--- src/rtl/spi_uc_pkg.sv ---
// ---------------------------------------------------------------------------
// spi_uc_pkg : shared types and constants for the microcontroller SPI slave
// Rev 1.0
// ---------------------------------------------------------------------------
`default_nettype none

package spi_uc_pkg;

  typedef enum logic [1:0] {
    IDLE  = 2'd0,
    SHIFT = 2'd1,
    DONE  = 2'd2
  } state_t;

  localparam int DEFAULT_BITS  = 16;
  // SYS_CLK must run at least this many times faster than SCK
  localparam int MIN_CLK_RATIO = 6;

endpackage

`default_nettype wire

--- src/rtl/spi_sync_edge.sv ---
// ---------------------------------------------------------------------------
// spi_sync_edge : multi-flop synchroniser with single-cycle rise/fall strobes
// Rev 1.0
// ---------------------------------------------------------------------------
`default_nettype none

module spi_sync_edge #(
  parameter int   SYNC_STAGES = 2,
  parameter logic RESET_VAL   = 1'b0
) (
  input  logic clk,
  input  logic rst_n,
  input  logic i_d,
  output logic o_q,
  output logic o_rise,
  output logic o_fall
);

  logic [SYNC_STAGES-1:0] r_sync;
  logic                   r_prev;

  always_ff @(posedge clk or negedge rst_n) begin
    if (!rst_n) begin
      r_sync <= {SYNC_STAGES{RESET_VAL}};
      r_prev <= RESET_VAL;
    end else begin
      r_sync <= {r_sync[SYNC_STAGES-2:0], i_d};
      r_prev <= r_sync[SYNC_STAGES-1];
    end
  end

  assign o_q    = r_sync[SYNC_STAGES-1];
  assign o_rise = ~r_prev &  o_q;
  assign o_fall =  r_prev & ~o_q;

endmodule

`default_nettype wire

--- src/rtl/spi_slave_uc.sv ---
// ---------------------------------------------------------------------------
// spi_slave_uc : oversampling SPI slave, one BITS-wide word each way per frame
// Rev 1.0
// ---------------------------------------------------------------------------
`default_nettype none

module spi_slave_uc
  import spi_uc_pkg::*;
#(
  parameter int BITS        = DEFAULT_BITS,
  parameter int SYNC_STAGES = 2
) (
  input  logic            SYS_CLK,
  input  logic            RST,
  input  logic            SCK,
  input  logic            CSbar,
  input  logic            MOSI,
  output logic            MISO,
  output logic            MISO_OE,
  input  logic [BITS-1:0] TX_DATA,
  output logic [BITS-1:0] RX_DATA,
  output logic            RX_VALID,
  input  logic            RX_ACK,
  output logic            OVERRUN,
  output logic            FRAME_ERR,
  output logic            BUSY
);

  localparam int            CW     = $clog2(BITS + 1);
  localparam logic [CW-1:0] c_LAST = CW'(BITS - 1);

  logic w_sck_q, w_sck_rise, w_sck_fall;
  logic w_cs_q, w_cs_rise, w_cs_fall;
  logic w_mosi, w_mosi_rise, w_mosi_fall;
  logic w_unused;

  spi_sync_edge #(.SYNC_STAGES(SYNC_STAGES), .RESET_VAL(1'b0)) u_sync_sck (
    .clk(SYS_CLK), .rst_n(RST), .i_d(SCK),
    .o_q(w_sck_q), .o_rise(w_sck_rise), .o_fall(w_sck_fall)
  );

  spi_sync_edge #(.SYNC_STAGES(SYNC_STAGES), .RESET_VAL(1'b1)) u_sync_cs (
    .clk(SYS_CLK), .rst_n(RST), .i_d(CSbar),
    .o_q(w_cs_q), .o_rise(w_cs_rise), .o_fall(w_cs_fall)
  );

  spi_sync_edge #(.SYNC_STAGES(SYNC_STAGES), .RESET_VAL(1'b0)) u_sync_mosi (
    .clk(SYS_CLK), .rst_n(RST), .i_d(MOSI),
    .o_q(w_mosi), .o_rise(w_mosi_rise), .o_fall(w_mosi_fall)
  );

  assign w_unused = &{w_sck_q, w_sck_rise, w_cs_q, w_mosi_rise, w_mosi_fall};

  state_t          r_state;
  logic [CW-1:0]   r_cnt;
  logic [BITS-1:0] r_tx_shift;
  logic [BITS-1:0] r_rx_shift;
  logic            r_miso;
  logic            r_oe;
  logic            r_commit;
  logic            r_frame_err;
  logic [BITS-1:0] r_rx_data;
  logic            r_rx_valid;
  logic            r_overrun;

  // cs_rise is tested before sck_fall so a coincident bit is dropped
  always_ff @(posedge SYS_CLK or negedge RST) begin
    if (!RST) begin
      r_state     <= IDLE;
      r_cnt       <= '0;
      r_tx_shift  <= '0;
      r_rx_shift  <= '0;
      r_miso      <= 1'b0;
      r_oe        <= 1'b0;
      r_commit    <= 1'b0;
      r_frame_err <= 1'b0;
    end else begin
      r_commit    <= 1'b0;
      r_frame_err <= 1'b0;
      case (r_state)
        IDLE: begin
          if (w_cs_fall) begin
            r_tx_shift <= TX_DATA;
            r_miso     <= TX_DATA[BITS-1];
            r_cnt      <= '0;
            r_oe       <= 1'b1;
            r_state    <= SHIFT;
          end
        end
        SHIFT: begin
          if (w_cs_rise) begin
            r_state     <= IDLE;
            r_oe        <= 1'b0;
            r_miso      <= 1'b0;
            r_frame_err <= 1'b1;
          end else if (w_sck_fall) begin
            r_rx_shift <= {r_rx_shift[BITS-2:0], w_mosi};
            r_tx_shift <= {r_tx_shift[BITS-2:0], 1'b0};
            r_miso     <= r_tx_shift[BITS-2];
            r_cnt      <= r_cnt + 1'b1;
            if (r_cnt == c_LAST) begin
              r_state  <= DONE;
              r_commit <= 1'b1;
            end
          end
        end
        DONE: begin
          r_miso <= 1'b0;
          if (w_cs_rise) begin
            r_state <= IDLE;
            r_oe    <= 1'b0;
          end
        end
        default: begin
          r_state <= IDLE;
          r_oe    <= 1'b0;
          r_miso  <= 1'b0;
        end
      endcase
    end
  end

  // A commit outranks a coincident acknowledge
  always_ff @(posedge SYS_CLK or negedge RST) begin
    if (!RST) begin
      r_rx_data  <= '0;
      r_rx_valid <= 1'b0;
      r_overrun  <= 1'b0;
    end else if (r_commit) begin
      r_rx_data  <= r_rx_shift;
      r_rx_valid <= 1'b1;
      r_overrun  <= r_rx_valid & ~RX_ACK;
    end else begin
      r_overrun <= 1'b0;
      if (RX_ACK) begin
        r_rx_valid <= 1'b0;
      end
    end
  end

  assign MISO      = r_miso;
  assign MISO_OE   = r_oe;
  assign RX_DATA   = r_rx_data;
  assign RX_VALID  = r_rx_valid;
  assign OVERRUN   = r_overrun;
  assign FRAME_ERR = r_frame_err;
  assign BUSY      = (r_state != IDLE);

endmodule

`default_nettype wire

--- config.mk ---
export PLATFORM = sky130hd
export DESIGN_NAME = spi_slave_uc
export DESIGN_NICKNAME = d
export VERILOG_FILES = /design/src/rtl/spi_uc_pkg.sv /design/src/rtl/spi_sync_edge.sv /design/src/rtl/spi_slave_uc.sv
export SDC_FILE = /design/constraint.sdc
export NUM_CORES = 1
export LEC_CHECK = 0
export ABC_AREA = 1
export BUFFER_PORTS_ARGS = -buffer_cell sky130_fd_sc_hd__buf_4
export CAP_MARGIN = 10
export CORE_MARGIN = 8
export CORE_UTILIZATION = 56
export DETAILED_ROUTE_END_ITERATION = 10
export PLACE_DENSITY_LB_ADDON = 0.05
export RECOVER_POWER = 50
export SYNTH_ARGS = -nofsm -noshare
export SYNTH_HDL_FRONTEND = slang
export SYNTH_SLANG_ARGS = --single-unit
export TNS_END_PERCENT = 100
--- constraint.sdc ---
create_clock -name SYS_CLK -period 1.6 [get_ports SYS_CLK]
set_clock_uncertainty 0.05 [all_clocks]
set_input_delay 0.24 -clock SYS_CLK [delete_from_list [all_inputs] [get_ports SYS_CLK]]
set_output_delay 0.24 -clock SYS_CLK [all_outputs]
set_load 0.01 [all_outputs]
==> results of run 1 <==
repair_timing:
action                     4_1_cts  5_1_grt
hold endpoints to repair        22        0
buffers inserted                 0        4
setup endpoints to repair        9       22
pin swaps                        1        6
gates resized for setup          5       21
hold buffers                     5        0
Yosys cell counts:
cell	number	area, um2
nand3_1	7	35.0
dfstp_2	3	78.8
buf_6	1	11.3
nand2_2	4	25.0
ha_1	5	62.6
nor2_1	7	26.3
nand2_4	1	11.3
nor3_1	1	5.00
buf_2	11	55.1
nand2_1	164	616
o21ai_1	7	35.0
o21ai_0	31	155
inv_2	3	11.3
nor3b_1	1	7.51
buf_4	1	7.51
clkbuf_2	1	5.00
inv_1	22	82.6
nor2_4	1	11.3
dfrtp_1	65	1630
nand4_1	4	25.0
nor2_8	1	20.0
flip-flops by register name, summed over array words and instances, names as in the netlist:
| name | flops |
|---|---|
| RX_DATA | 16 |
| r_rx_shift | 16 |
| r_tx_shift | 15 |
| r_cnt | 5 |
| r_state | 2 |
| u_sync_cs.r_sync | 2 |
| u_sync_mosi.r_sync | 2 |
| u_sync_sck.r_sync | 2 |
| FRAME_ERR | 1 |
| MISO | 1 |
| MISO_OE | 1 |
| OVERRUN | 1 |
| RX_VALID | 1 |
| r_commit | 1 |
| u_sync_cs.r_prev | 1 |
| u_sync_sck.r_prev | 1 |
worst min-delay path: stages:
cell,delay (ns)
buf_4,0.08
nand2_1,0.04
nand2_1,0.05
nand2_1,0.04
nand2_1,0.05
cell type report:
type	instances	area, um2	share of cell area [%]
flip-flops and latches	68	1710	45.8
clock buffers	12	155	4.17
multi-input cells	234	1080	29.0
well taps	70	87.6	2.35
inverters	25	96.3	2.59
clock inverters	4	25.0	0.672
repair buffers	72	571	15.3
worst paths after layout:
path / startpoint / to / slack [ns] / cells after the start
setup / recovery: r_state[0]$_DFFE_PN0P_ / BUSY / 0.03 / 5
hold / removal: TX_DATA[12] / r_tx_shift[12]$_DFFE_PN0P_ / 0.14 / 5
setup reg to reg: r_cnt[1]$_DFFE_PN0P_ / r_state[1]$_DFFE_PN0P_ / 0.04 / 11
hold reg to reg: u_sync_mosi.r_sync[0]$_DFF_PN0_ / u_sync_mosi.r_sync[1]$_DFF_PN0_ / 0.30 / 0
max in group asynchronous: RST / r_rx_shift[13]$_DFFE_PN0P_ / 0.47 / 3
min in group asynchronous: RST / RX_DATA[2]$_DFFE_PN0P_ / 0.38 / 2
per-stage QoR:
stage               setup WS [ns]  total power [mW]  hold WS, ns  setup TNS (ns)
finish                     0.0291              5.61        0.142               0
global route              -0.0737              6.02        0.145          -0.175
CTS                      -0.00473              5.47        0.129        -0.00473
detailed placement        -0.0411              4.13        0.102         -0.0521
global placement           0.0360              4.08        0.100               0
floorplan                   0.140              3.50       -0.106               0
layer usage:
metal	GRT usage, %	up-vias	wire, um
met3	4.50	8	267
met1	19.5	1100	2670
met4	7.53	0	87
met2	28.2	49	2890
met5	0	-	0
li1	-	1194	-
layout by cell type, fill, tap and decap left out:
master         count
ha_2               2
ha_1               1
nor2_8             1
nand4_1            4
buf_4             62
inv_2              5
nand3_1            6
nor2_4             1
o21ai_2            1
nand2_1          162
clkinvlp_4         2
buf_6              2
dlygate4sd3_1      5
ha_4               2
clkbuf_1           1
clkbuf_8          11
nand2_2            6
o21ai_0           23
buf_12             1
dfstp_2            3
clkbuf_2           1
nor3b_1            1
clkbuf_4           1
dfrtp_2            1
clkinv_2           2
inv_4              1
nor2_1             6
nand3_2            1
nor3_1             1
o21ai_1           14
dfrtp_1           64
nor2_2             1
inv_1             19
nand2_4            1
logic make-up after synthesis:
kind of cell | count (synthesis) | share of synthesized area [%]
AND/OR/NAND/NOR | 191 | 26.8
adder cells (fa/ha/maj) | 5 | 2.15
buffers and inverters | 39 | 5.93
AO/OA/AOI/OAI | 38 | 6.53
flip-flops | 68 | 58.5
power by group:
part           total [mW]  switching [mW]  internal (mW)  leakage [nW]
sequential           2.22           0.173           2.04         0.896
combinational        2.12            1.23          0.886          1.04
clock                1.28           0.633          0.642        0.0884
==> results.md, run 1 <==
- Status: finished clean
- CP bufs+invs: 4
- Worst path max stage delay: about 0.44 ns
- Seq/Total Area, Yosys: 58.5%
- Syn nets: 368
- Finished Layout Cells: 485
- Synth cell types: 21
- Data required time of the critical path: 1.31 ns
- Die W: 88.1 um
- Initial core utilization: 57.4%
- Initial DRC Count: 92
- Clk Latency, worst-skew pair: 0.34 ns
- Final HPWL DP: between 4000 and 5000 um
- Initial antenna violation count: 0
- Drt drc: 0
- FMAX: approximately 640 MHz
- Filler cells: 384
- Mapped Area: between 2000 and 3000 um2
- Final Wtd Congestion: 0.782
- DR pass1 iterations: 4
- Slew Limit Fails: 0
- Crit-path leading delay family: flip-flops
- Pwr dens: roughly 1500 nW/um2
- CP max stage cell: dfrtp_2
- Final Cell Area: 3720 um2
- Synthesized flop and latch total: a little under 70
- Post-Syn Area per Cell: 8.54 um2
- Layout cell share with drive strength beyond 1: 26.0%
- Cell mode on critical path: buf_6
- ANT nets after route: 0
- Avg WL per Cell: 12.2 um
- Critical path endpoint category: output pin
- Shortest period the worst path allows: ~1.6 ns
- Clock buffer count from CTS: 9
- Period utilization: between 90 and 100%
- CTS tree: done
- DIE HEIGHT: 88.1 um
- CP Launch Type: flip-flop
- I/O pins: 44
- Core area: 5070 um2
- VDD IR max: about 0.001 V
- CTS Buffer Depth: 2
- Max-cap violations: 0
- GRT Total Usage: 16.7%
- Unrepaired setup endpoints after global routing: true
- Crit path cell chain: inv_2 -> ha_4 -> inv_4 -> buf_6 -> buf_6
- Total die area: 7770 um2
- Ys Warns: 0
- Worst-Margin Slew: 0.586 ns
- Clock root buffer master: clkbuf_8
- H-Tree Level Count: 3
- Max-slew headroom: 61.0%
- Leakage: a little over 2 nW
- WL final: around 6000 um
- Number of global-route vias before repair: 2305
- Syn Inst Count: ~340
- Largest net degree at the start of global routing: 31
- Final hold vios: 0
- CP arrival: 1.28 ns
- Area growth, synth to finish: 27.8%
- Final count of negative-setup-slack endpoints: 0
- Worst Hold Class: in -> reg
- WS Path Type: reg -> out
- Via count: approximately 2400
- Row cnt: 26
- Final antenna diode count: 0
- CTS clk-pin slew, worst paths: 0.07 ns
- First-pass GRT wire length: 10100 um
- Final core area utilization: about three quarters
- Gr ovfl total: 0
- # clock sinks: 68
- IO Port Bufs: 43
- Worst Path Max Fanout: 3
- Fin nets: 437
- Dpl cell area: 3410 um2
- Placed instance count: 460
- Vias per inst: 4.85
Note: power is estimated with default switching activity, not from simulation.
==> run 2: changes to the inputs <==
ABC_AREA = 0   (was 1)
CORE_UTILIZATION = 40   (was 56)
==> results.md, run 2 <==
- FMAX: 564 MHz
- Simple-gate share of the synthesized area: under 10%
- Core area: ~7100 um2
- Post-Syn Area per Cell: 14.1 um2
- DIE HEIGHT: roughly 100 um
- Part of the power in registers: 40.8%
- Row cnt: 31
- Max-slew headroom: 62.0%
- Logic pwr share: 30.8%
- VDD IR max: 0.000675 V
- Pwr dens: between 1000 and 1500 nW/um2
- Post-synth ARST share: 100%
- Area share of fa/ha/maj cells after synthesis: between 2 and 2.5%
- WL final: 5720 um
- Gr ovfl total: 0
- Post-synth top cells: 65 x dfrtp_1, 54 x mux2_2, 8 x inv_1
- Seq/Total Area, Yosys: 59.0%
- Clk Latency, worst-skew pair: 0.34 ns
- Worst-Margin Slew: around 0.57 ns
- Data required time of the critical path: 1.77 ns
- Final Wtd Congestion: ~0.81
- Number of synthesized flops with an enable pin: 0
- CTS tree: done
- Switch Pwr: 1.53 mW
- Mux share of post-synthesis cell area: 24.5%
- Worst Path Max Fanout: 7
- Initial DRC Count: 51
- WS Path Type: reg -> reg
- Final hold vios: 0
- CTS Buffer Depth: 2
- Most common cell in the netlist: dfrtp_1
- Largest net degree at the start of global routing: 27
- Ys Warns: 0
- Post-synth top area cell: dfrtp_1
- Status: finished with violations
- # clock sinks: between 60 and 70
- Leakage: 1.94 nW
- Syn Inst Count: 205
- Critical path endpoint category: flip-flop
- CP Launch Type: flip-flop
- Via count: between 1500 and 2000
- Unrepaired setup endpoints after global routing: true
- Commonest non-fill, non-tap cell in the layout: dfrtp_1
- Combinational family with the most area after synthesis: multiplexers
- Area growth, synth to finish: 36.9%
- Clock root buffer master: clkbuf_8
- Final Cell Area: 3960 um2
- Layout cell share with drive strength beyond 1: 59.5%
- I/O pins: 44
- DR pass1 iterations: 4
- Fin nets: between 300 and 400
- Final HPWL DP: 3820 um
- Setup WS post-layout: -0.174 ns
- Failing checks: setup timing
- Int Pwr: 4.02 mW
- Clock buffer count from CTS: 9
- Shortest period the worst path allows: 1.77 ns
- Final count of negative-setup-slack endpoints: 36
- Filler cells: 636
- Synth cell types: 36
- Final core area utilization: a little under three fifths
- GRT Total Usage: 12.4%
- Synthesized flop and latch total: 68
- Commonest non-fill, non-tap cells in the layout: 64 x dfrtp_1, 61 x buf_4, 53 x mux2_2, 10 x clkbuf_8, 7 x mux2_4
- CTS clk-pin slew, worst paths: 0.07 ns
- Final antenna diode count: 0
- Initial antenna violation count: 0
- Power share of the clock group: 28.4%
- CP arrival: 1.95 ns
- Die W: 101 um
- Total die area: approximately 10000 um2
- Worst Hold Class: in -> reg
- Area share of the largest cell type after synthesis: 56.2%
- Dominant register cell in the synthesized netlist: dfrtp_1
- H-Tree Level Count: 3
- Synth area leaders: dfrtp_1 56%, mux2_2 21%, mux2_4 3.1%
- Mapped Area: 2890 um2
- ANT nets after route: 0
- First-pass GRT wire length: around 10000 um
- Xor and xnor area share after synthesis: 0%
- Max-cap violations: 0
- Syn nets: 232
- Finished Layout Cells: between 300 and 400
- Vias per inst: 4.80
- Compound-Gate Fraction of Synth Area: a little under 7%
- Avg WL per Cell: approximately 15 um
- Drt drc: 0
- Slew Limit Fails: 0
- Dpl cell area: 3550 um2
- Tot Pwr: 5.54 mW
- Switching portion of total power: between 20% and 30%
- IO Port Bufs: 43
- Initial core utilization: 40.5%
- Period utilization: 111%
- Placed instance count: roughly 360
- Number of global-route vias before repair: 2086
[run 2: cell count changes after synthesis, moves of 7 or more]
cell / before / now
mux2_2: 0 / 54
o21ai_0: 31 / 6
nand2_1: 164 / 6
inv_1: 22 / 8
o21ai_1: 7 / 0
buf_2: 11 / 2
[run 2: per-layer routing]
metal | GRT usage (%) | vias up | part of all wire [%]
li1 | - | 888 | -
met1 | 15.1 | 925 | 45
met5 | 0 | - | 0
met3 | 3.38 | 12 | 5.2
met4 | 6.30 | 0 | 2.3
met2 | 19.6 | 46 | 48
[run 2: cell families after synthesis]
family	count (synthesis)
AND/OR/NAND/NOR	28
AO/OA/AOI/OAI	28
adder cells (fa/ha/maj)	5
multiplexers	61
buffers and inverters	15
flip-flops	68
[run 2: power groups by stage]
stage,clock [mW],combinational (mW),sequential (mW)
finish,1.58,1.71,2.26
global route,1.70,1.86,2.31
floorplan,0,1.04,2.23
detailed placement,0,1.49,2.28
global placement,0,1.46,2.29
CTS,1.63,1.66,2.26
[run 2: stage by stage]
step | setup WS, ns | hold WS (ns) | TNS [ns]
CTS | -0.203 | 0.0538 | -5.92
finish | -0.174 | 0.0823 | -4.82
global placement | -0.353 | 0.102 | -7.48
global route | -0.236 | 0.0803 | -7.40
floorplan | -0.303 | -0.106 | -6.39
detailed placement | -0.400 | 0.0985 | -8.74
[run 2: area by class of cell]
| class | instances | area (um2) | area share [%] |
|---|---|---|---|
| clock buffer | 10 | 138 | 3.48 |
| clock inverter | 6 | 86.3 | 2.18 |
| inverter | 8 | 32.5 | 0.821 |
| multi-input combinational | 123 | 1230 | 31.0 |
| sequential | 68 | 1710 | 43.1 |
| tap | 99 | 124 | 3.13 |
| timing repair buffer | 76 | 647 | 16.3 |
[run 2: repair_timing]
action,4_1_cts,5_1_grt
endpoints found under the hold margin,22,0
hold buffers,4,0
cloned,1,0
buffers inserted,6,1
setup endpoints to repair,38,40
pin swaps,5,4
resized for setup,17,13
[run 2: path summary, 6_finish.rpt]
path	from	end	slack (ns)	depth (start not counted)
hold / removal	TX_DATA[0]	r_tx_shift[0]$_DFFE_PN0P_	0.08	3
min in group asynchronous	RST	RX_DATA[3]$_DFFE_PN0P_	0.37	2
setup reg to reg	r_state[0]$_DFFE_PN0P_	r_tx_shift[10]$_DFFE_PN0P_	-0.17	7
hold reg to reg	u_sync_sck.r_sync[0]$_DFF_PN0_	u_sync_sck.r_sync[1]$_DFF_PN0_	0.30	0
setup / recovery	r_state[0]$_DFFE_PN0P_	r_tx_shift[10]$_DFFE_PN0P_	-0.17	7
max in group asynchronous	RST	u_sync_cs.r_prev$_DFF_PN1_	0.45	3
[run 2: worst max-delay path, cell delays in order, from the launching register on]
cell	delay [ns]
dfrtp_2	0.44
inv_2	0.09
ha_4	0.17
nor2b_4	0.16
a211oi_4	0.06
buf_6	0.13
nor2_4	0.20
mux2_2	0.36
==> run 3: changes to the inputs <==
==> constraint.sdc (replaced) <==
create_clock -name SYS_CLK -period 1.6 [get_ports SYS_CLK]
set_clock_uncertainty 0.05 [all_clocks]
set_input_delay 0.16 -clock SYS_CLK [delete_from_list [all_inputs] [get_ports SYS_CLK]]
set_output_delay 0.16 -clock SYS_CLK [all_outputs]
set_load 0.01 [all_outputs]
==> results.md, run 3 (synthesis results as in run 2) <==
- Status: finished with violations
- Failing checks: setup timing
- Avg WL per Cell: 15.3 um
- CTS clk-pin slew, worst paths: about 0.070 ns
- Reg-to-reg endpoint: r_tx_shift[5]$_DFFE_PN0P_
- Max-slew headroom: 42.0%
- Drt drc: 0
- Number of global-route vias before repair: slightly above 2000
- Setup WS post-layout: -0.183 ns
- WL final: 6080 um
- # clock sinks: 68
- Final hold vios: 0
- Data required time of the critical path: 1.77 ns
- Row cnt: 31
- Finished Layout Cells: 398
- Clock root buffer master: clkbuf_8
- R2R cell count: 8
- Commonest non-fill, non-tap cell in the layout: dfrtp_1
- Worst reg2reg startpoint: r_state[1]$_DFFE_PN0P_
- Via count: 1905
- Initial DRC Count: 28
- CTS Buffer Depth: 2
- First-pass GRT wire length: 9810 um
- DR pass1 iterations: 4
- Shortest period the worst path allows: 1.78 ns
- I/O pins: 44
- Gr ovfl total: 0
- Slew Limit Fails: 0
- Total die area: 10200 um2
- ANT nets after route: 0
- Final antenna diode count: 0
- Critical path endpoint category: flip-flop
- Worst Hold Class: in -> reg
- Period utilization: 111%
- DIE HEIGHT: 101 um
- CP endpoint: r_tx_shift[5]$_DFFE_PN0P_
- Initial core utilization: between 40% and 50%
- Final count of negative-setup-slack endpoints: 36
- Crit path cell chain: inv_2 -> ha_4 -> nand3b_1 -> a211oi_4 -> buf_6 -> nor2_4 -> buf_12 -> mux2_4
- Tot Pwr: 5.62 mW
- Final HPWL DP: 3880 um
- Pwr dens: roughly 1400 nW/um2
- Reg-to-reg slack, setup: -0.18 ns
- Clock buffer count from CTS: 9
- Max-cap violations: 0
- H-Tree Level Count: 3
- Placed instance count: 362
- Worst path max stage delay: 0.40 ns
- CP arrival: between 1.5 and 2 ns
- Worst Path Max Fanout: 9
- Commonest non-fill, non-tap cells in the layout: 64 x dfrtp_1, 62 x buf_4, 38 x mux2_2, 23 x mux2_4, 11 x clkbuf_8
- CP Launch Type: flip-flop
- Initial antenna violation count: 0
- Vias per inst: 4.79
- VDD IR max: roughly 0.00070 V
- Layout cell share with drive strength beyond 1: 63.2%
- Crit path from: r_state[1]$_DFFE_PN0P_
- Area growth, synth to finish: 43.2%
- CP max stage cell: dfrtp_1
- WS Path Type: reg -> reg
- Largest net degree at the start of global routing: 35
- Clk Latency, worst-skew pair: 0.34 ns
- Die W: 101 um
- Worst-Margin Slew: 0.869 ns
- Leakage: 2.00 nW
- CTS tree: done
- Final Wtd Congestion: 0.811
- Core area: between 7000 and 8000 um2
- Unrepaired setup endpoints after global routing: true
- IO Port Bufs: 43
- Filler cells: 612
- FMAX: between 500 and 600 MHz
- GRT Total Usage: 12.3%
- Fin nets: 321
run 3: changes by cell type in the layout (fill, tap and decap cells not counted), moves of 2 or more:
cell	change
a21oi_1	-3
a21oi_2	+2
buf_6	+3
clkbuf_4	+2
clkinv_4	+2
ha_4	+2
mux2_2	-15
mux2_4	+16
nor2_2	+2
run 3: power breakdown:
group	leakage (nW)	switching (mW)	internal, mW
combinational	1.01	0.721	1.17
clock	0.106	0.664	0.807
sequential	0.882	0.208	2.05
total	2.00	1.59	4.03
run 3: cell type report:
cell class | instances | area (um2) | share of cell area, %
Tap cell | 99 | 124 | 2.99
Clock buffer | 11 | 151 | 3.65
Multi-Input combinational cell | 123 | 1340 | 32.3
Timing Repair Buffer | 84 | 732 | 17.7
Sequential cell | 68 | 1710 | 41.2
Clock inverter | 5 | 60.1 | 1.45
Inverter | 8 | 32.5 | 0.785
run 3: critical path: cells and delay by family, from the launching register on:
kind | cells | cell delay (ns)
flops | 1 | 0.40
simple gates | 2 | 0.18
mux | 1 | 0.29
buf+inv | 3 | 0.41
compound gates | 1 | 0.19
fa+ha+maj | 1 | 0.15
run 3: worst min-delay path by stage:
stage | from | to | slack (ns) | depth (start not counted)
after global placement | RST | RX_VALID$_DFFE_PN0P_ | 0.09 | 1
after CTS | TX_DATA[0] | r_tx_shift[0]$_DFFE_PN0P_ | 0.007 | 3
after floorplan | RST | FRAME_ERR$_DFF_PN0_ | -0.19 | 0
after detailed placement | RST | RX_VALID$_DFFE_PN0P_ | 0.09 | 1
final | TX_DATA[0] | r_tx_shift[0]$_DFFE_PN0P_ | 0.04 | 3
after global routing | RX_ACK | RX_VALID$_DFFE_PN0P_ | 0.05 | 3
run 3: timing repair:
item | 4_1_cts | 5_1_grt
pin swaps | 10 | 11
setup endpoints to repair | 38 | 41
gates cloned | 1 | 1
hold endpoints to repair | 32 | 0
buffers inserted | 11 | 8
hold buffers | 4 | 0
resized for setup | 18 | 42
run 3: through the flow:
step | setup slack, ns | TNS, ns | area [um2] | hold WS (ns) | util [%]
detailed placement | -0.377 | -8.24 | 3540 | 0.0876 | 49.6
floorplan | -0.303 | -6.39 | 2930 | -0.186 | -
global route | -0.245 | -7.29 | 4140 | 0.0494 | 58.0
finish | -0.183 | -5.10 | 4140 | 0.0431 | 58.0
global placement | -0.355 | -7.50 | 3540 | 0.0941 | 49.6
CTS | -0.214 | -5.54 | 3940 | 0.00691 | 55.2
run 3: layer usage:
layer  part of all wire (%)  vias to the layer above  global-route usage, %  routed length [um]
met5                      0                        -                      0                   0
met4                    1.4                        0                   6.19                  85
met3                    5.3                        9                   4.21                 320
met2                     49                       41                   19.8                2970
met1                     44                      954                   14.3                2700
li1                       -                      901                      -                   -
